===== config.mk =====
export PLATFORM = sky130hd
export DESIGN_NAME = gpu_cmd_assembler
export DESIGN_NICKNAME = d
export VERILOG_FILES = /design/src/rtl/gpu_cmd_assembler.sv
export SDC_FILE = /design/constraint.sdc
export NUM_CORES = 1
export LEC_CHECK = 0
export CAP_MARGIN = 20
export CORE_AREA = 10 10 127 129
export CTS_CLUSTER_SIZE = 28
export DETAILED_ROUTE_END_ITERATION = 10
export DIE_AREA = 0 0 137 139
export PLACE_DENSITY = 0.79
export SYNTH_ARGS = -nofsm -noshare
export SYNTH_HDL_FRONTEND = slang
export SYNTH_SLANG_ARGS = --single-unit

===== constraint.sdc =====
create_clock -name i_clk -period 5.5 [get_ports i_clk]
set_input_delay 1.65 -clock i_clk [delete_from_list [all_inputs] [get_ports i_clk]]
set_output_delay 1.65 -clock i_clk [all_outputs]
set_load 0.02 [all_outputs]

===== src/rtl/gpu_cmd_assembler.sv =====
// gpu_cmd_assembler
// Collects host bytes into 32-bit GPU instruction words (opcode in bits [7:0],
// arguments least significant byte first). Completed words go into a small FIFO,
// and an issue FSM drains that FIFO as single-cycle instruction strobes spaced
// MIN_GAP idle cycles apart.
// A partial word with no new byte for TIMEOUT cycles is discarded and flagged
// on o_error.
// Optional build macro GPU_CMD_OPCODE_FILTER_EN: words whose opcode is 0x00 or
// above 0x07 are dropped at push time and flagged on o_error.
module gpu_cmd_assembler #(
    parameter int DEPTH   = 4,
    parameter int MIN_GAP = 1,
    parameter int TIMEOUT = 1024
) (
    input  logic        i_clk,
    input  logic        i_rst_n,
    input  logic [7:0]  i_byte,
    input  logic        i_byte_valid,
    output logic        o_byte_ready,
    output logic [31:0] o_instruction,
    output logic        o_instruction_ready,
    output logic        o_fifo_full,
    output logic        o_error
);

    localparam int AW = $clog2(DEPTH);
    localparam int TW = $clog2(TIMEOUT);
    localparam int GW = (MIN_GAP < 1) ? 1 : $clog2(MIN_GAP + 1);

    localparam logic [AW:0]   FULL_CNT = (AW + 1)'(DEPTH);
    localparam logic [TW-1:0] TMO_LAST = TW'(TIMEOUT - 1);
    localparam logic [GW-1:0] GAP_LOAD = GW'(MIN_GAP);

    typedef enum logic {
        IDLE,
        GAP
    } state_e;

    // Assembler state
    logic [1:0]    byte_idx_q, byte_idx_d;
    logic [23:0]   lane_q;
    logic [TW-1:0] tmo_q, tmo_d;

    // FIFO state
    logic [31:0]   mem_q [DEPTH];
    logic [AW-1:0] wr_ptr_q, rd_ptr_q;
    logic [AW:0]   count_q, count_d;
    logic          full_q;
    logic          error_q, error_d;

    // Issue FSM state
    state_e        state_q;
    logic [GW-1:0] gap_q;
    logic [31:0]   instr_q;
    logic          instr_rdy_q;

    // Datapath strobes
    logic          accept;
    logic          last_byte;
    logic          opcode_ok;
    logic          push;
    logic          pop;
    logic          timeout_hit;
    logic [31:0]   word_in;

    // Only the 4th byte of a word can be refused, and only while the FIFO is full.
    assign o_byte_ready = !((count_q == FULL_CNT) && (byte_idx_q == 2'd3));

    // The 4th byte comes straight from the input so the word is pushed on its edge.
    assign word_in = {i_byte, lane_q};

`ifdef GPU_CMD_OPCODE_FILTER_EN
    assign opcode_ok = (lane_q[7:0] != 8'h00) && (lane_q[7:0] <= 8'h07);
`else
    assign opcode_ok = 1'b1;
`endif

    // Next-state logic for byte lane index, timeout counter, FIFO count and error.
    always_comb begin
        accept      = i_byte_valid && o_byte_ready;
        last_byte   = accept && (byte_idx_q == 2'd3);
        push        = last_byte && opcode_ok;
        pop         = (state_q == IDLE) && (count_q != '0);
        // An accepted byte in the expiry cycle wins over the timeout.
        timeout_hit = (byte_idx_q != 2'd0) && !accept && (tmo_q == TMO_LAST);

        byte_idx_d = byte_idx_q;
        if (accept) begin
            byte_idx_d = byte_idx_q + 2'd1;
        end else if (timeout_hit) begin
            byte_idx_d = 2'd0;
        end

        tmo_d = '0;
        if (!accept && (byte_idx_q != 2'd0) && !timeout_hit) begin
            tmo_d = tmo_q + TW'(1);
        end

        count_d = count_q;
        if (push && !pop) begin
            count_d = count_q + (AW + 1)'(1);
        end else if (pop && !push) begin
            count_d = count_q - (AW + 1)'(1);
        end

        error_d = timeout_hit || (last_byte && !opcode_ok);
    end

    // Assembler lanes, timeout counter, FIFO pointers/count and status flags.
    always_ff @(posedge i_clk or negedge i_rst_n) begin
        if (!i_rst_n) begin
            byte_idx_q <= '0;
            lane_q     <= '0;
            tmo_q      <= '0;
            wr_ptr_q   <= '0;
            rd_ptr_q   <= '0;
            count_q    <= '0;
            full_q     <= 1'b0;
            error_q    <= 1'b0;
        end else begin
            byte_idx_q <= byte_idx_d;
            tmo_q      <= tmo_d;
            count_q    <= count_d;
            full_q     <= (count_d == FULL_CNT);
            error_q    <= error_d;

            if (accept) begin
                case (byte_idx_q)
                    2'd0:    lane_q[7:0]   <= i_byte;
                    2'd1:    lane_q[15:8]  <= i_byte;
                    2'd2:    lane_q[23:16] <= i_byte;
                    default: ;
                endcase
            end else if (timeout_hit) begin
                lane_q <= '0;
            end

            if (push) begin
                wr_ptr_q <= wr_ptr_q + AW'(1);
            end
            if (pop) begin
                rd_ptr_q <= rd_ptr_q + AW'(1);
            end
        end
    end

    // FIFO storage; contents are don't-care until written, so no reset.
    always_ff @(posedge i_clk) begin
        if (push) begin
            mem_q[wr_ptr_q] <= word_in;
        end
    end

    // Issue FSM: pop the head in IDLE, then hold off in GAP for MIN_GAP cycles.
    always_ff @(posedge i_clk or negedge i_rst_n) begin
        if (!i_rst_n) begin
            state_q     <= IDLE;
            gap_q       <= '0;
            instr_q     <= '0;
            instr_rdy_q <= 1'b0;
        end else begin
            instr_q     <= '0;
            instr_rdy_q <= 1'b0;
            case (state_q)
                IDLE: begin
                    if (pop) begin
                        instr_q     <= mem_q[rd_ptr_q];
                        instr_rdy_q <= 1'b1;
                        if (MIN_GAP != 0) begin
                            state_q <= GAP;
                            gap_q   <= GAP_LOAD;
                        end
                    end
                end
                GAP: begin
                    if (gap_q <= GW'(1)) begin
                        state_q <= IDLE;
                        gap_q   <= '0;
                    end else begin
                        gap_q <= gap_q - GW'(1);
                    end
                end
                default: state_q <= IDLE;
            endcase
        end
    end

    assign o_instruction       = instr_q;
    assign o_instruction_ready = instr_rdy_q;
    assign o_fifo_full         = full_q;
    assign o_error             = error_q;

endmodule


==> flow_summary_export.csv <==
group,metric,value,unit
yosys,synthArstFlopShare,0.3786,
clock_network,clk-insertion-delay-late,0.47,ns
clock_network,post_cts.repair.setup_buffers,0,
worst_setup_path,endpoint,"o_byte_ready",
yosys,synth-seq-cells,206,
route,route.detailed.drc,0,
power,power,5.055,mW
floorplan,core-area,13670,um2
clock_network,cts_buffer_depth,3,
worst_setup_path,worstRegToRegCells,7,
placement,placed_area,8564,um2
yosys,netlist_area,7964,um2
finish,area_growth,16.72,%
yosys,synthFlopType,"edfxtp_1",
yosys,synth_enable_flop_cells,128,
floorplan,die_x,137,um
floorplan,die-height,139,um
sta,tns,0,ns
clock_network,cts_tree,"done",
yosys,syn_avg_cell_area,17.13,um2
worst_setup_path,arrival,2.21,ns
finish,nets,543,
placement,dp_cells,676,
floorplan,die-area,19040,um2
sta,worst_pin_slew,1.025,ns
yosys,yosys_warnings,0,
worst_setup_path,required,3.85,ns
worst_setup_path,reg2reg_slack,3.10,ns
sta,fmax,259.2,MHz
finish,drive_gt1_frac,0.1742,
sta,slew_headroom,0.3168,
global_routing,grt_pass1_wl,24.71,mm
global_routing,antenna_found_initial,0,
global_routing,grt.overflow.total,0,
power,p_per_area,543.8,nW/um2
yosys,yosys-top-cells-area,"edfxtp_1, dfrtp_1, mux4_2",
finish,n_antenna_cell,0,
worst_hold_path,hp-class,"reg2reg",
yosys,syn_inst,465,
sta,worst_clock_skew,0.01142,ns
yosys,ys_types,39,
floorplan,boundaryPins,47,
worst_setup_path,critPathLaunchType,"register",
clock_network,clkTransAtPathRegs,0.06,ns
global_routing,grt_max_degree,79,
sta,min_period,3.858,ns
sta,period_share,0.7014,
run_status,outcome,"finished clean",
finish,instances_no_fill,714,
global_routing,grt_pass1_vias,4474,
worst_setup_path,crit_type,"reg2out",
placement,io_buffers,46,
yosys,netlist.area_leader.share,0.4826,
worst_setup_path,setup.worst_path.start,"count_q[0]",
route,wire_per_inst,21.74,um
route,viasPerCell,5.847,
finish,fin_area,9295,um2
placement,dp_hpwl,9.042,mm
route,ant_nets,0,
worst_setup_path,cp-end-kind,"primary output",
sta,worst_slack,1.642,ns
sta,setup-violations-final,0,
global_routing,grtUsageTotal,0.1644,
sta,rsz0062_at_grt,"no",
worst_setup_path,reg2reg_from,"count_q[0]",
sta,hold_viol_final,0,
clock_network,cts_made_buffers,21,
route,drt_wl_total,15.52,mm
placement,pre_cts_slack,1.642,ns
route,num_vias,4175,
sta,slew_viol_final,0,
route,initialDrtViolationCount,388,
run,cap_viol_max_count,0,
route,drt_pass1_iterations,5,
yosys,yosys.area.top_type,"edfxtp_1",
finish,utilization,0.6802,
clock_network,hold_buffers,0,
placement,gp_congestion,0.8171,
yosys,ys_seq_area_frac,0.7277,
sta,holdWs,0.4943,ns
clock_network,clock-root-buffer,"clkbuf_16",
worst_setup_path,timing.rr.end,"lane_q[15]",
clock_network,clkSinkCount,206,
power,power.leakage,3.587,nW
clock_network,ctsHtreeMaxLevel,1,
clock_network,cts_resized,0,
finish,fill_cells,874,
power,peakVddDrop,0.3732,mV
worst_setup_path,critPathMaxFanout,10,
floorplan,initial_core_util,0.5828,
yosys,synthesis.nets,488,
floorplan,rows,43,
## flip-flops by register name, summed over array words and instances (netlist names), 2 cells and up
name,count
count_q,3
byte_idx_q,2
wr_ptr_q,2
tmo_q,10
o_instruction,32
rd_ptr_q,2
lane_q,24
mem_q,128
## cells by family (layout without fill, tap and decap cells)
group	Yosys count	after routing	share of synthesized area
AND/OR/NAND/NOR	128	128	0.08453
buffers and inverters	29	98	0.02011
XOR/XNOR	13	13	0.01430
multiplexers	40	40	0.1006
adder cells (fa/ha/maj)	12	12	0.01885
AO/OA/AOI/OAI	37	37	0.03394
flip-flops	206	206	0.7277
## worst max-delay path: stages, from the launching register on
cell             delay (ns)
dfrtp_1                0.44
inv_1                  0.12
ha_1                   0.40
nand3_4                0.19
clkdlybuf4s50_1        0.59
## synth_stat cells, types with 7 or more instances
cell type,count
and3_1,38
clkbuf_1,9
dfrtp_1,78
edfxtp_1,128
ha_1,12
inv_1,7
mux2i_1,8
mux4_2,32
nand2_1,46
nand3_1,8
nor2_1,20
o21ai_0,10
o21ai_2,11
xnor2_1,8
## layout by cell type, fill, tap and decap left out, types with 2 or more instances in the layout
master / synthesis / routed
clkdlybuf4s50_1: 0 / 45
buf_4: 3 / 7
mux2i_1: 8 / 8
inv_1: 7 / 7
nand2b_1: 4 / 4
bufinv_16: 0 / 4
and2_1: 3 / 3
clkbuf_16: 0 / 21
and4_4: 2 / 2
o211ai_1: 4 / 4
clkbuf_1: 9 / 5
ha_1: 12 / 12
xnor2_1: 8 / 8
xor2_1: 5 / 5
mux4_2: 32 / 32
a211oi_1: 2 / 2
clkinvlp_4: 0 / 3
clkinv_2: 0 / 3
o311ai_0: 2 / 2
nand3_4: 2 / 2
o21ai_0: 10 / 10
and3_1: 38 / 38
a21oi_1: 2 / 2
dfrtp_1: 78 / 76
nand3_1: 8 / 8
nor2_1: 20 / 20
edfxtp_1: 128 / 128
o21ai_2: 11 / 11
nand2_1: 46 / 46
dfrtp_2: 0 / 2
## area by class of cell
cell class	instances	area [um2]	area share
Sequential cell	206	5798	0.6238
Timing Repair Buffer	53	518.0	0.05573
Clock buffer	27	558.0	0.06004
Multi-Input combinational cell	230	2008	0.2160
Tap cell	180	225.2	0.02423
Clock inverter	10	157.7	0.01696
Inverter	8	30.03	0.003231
## worst min path at each step
stage                     depth (start not counted)  endpoint  slack, ns     start
final                                             1  tmo_q[0]       0.49  tmo_q[0]
after global routing                              1  tmo_q[0]       0.53  tmo_q[0]
after CTS                                         1  tmo_q[0]       0.50  tmo_q[0]
after detailed placement                          1  tmo_q[0]       0.49  tmo_q[0]
after global placement                            1  tmo_q[0]       0.48  tmo_q[0]
after floorplan                                   1  tmo_q[0]       0.45  tmo_q[0]
## report_power, final
part           internal, mW  switching [mW]  total (mW)  leakage, nW
combinational         0.625           0.639        1.26         1.10
clock                 0.906           0.548        1.45        0.341
sequential             2.03           0.304        2.34         2.15
total                  3.56            1.49        5.06         3.59
## per-layer routing
layer,vias to the layer above,global-route usage,part of all wire
li1,1855,-,-
met1,2175,0.1941,0.39
met2,119,0.3041,0.54
met3,26,0.02681,0.051
met4,0,0.03330,0.017
met5,-,0,0
Note: power is estimated with default switching activity, not from simulation.
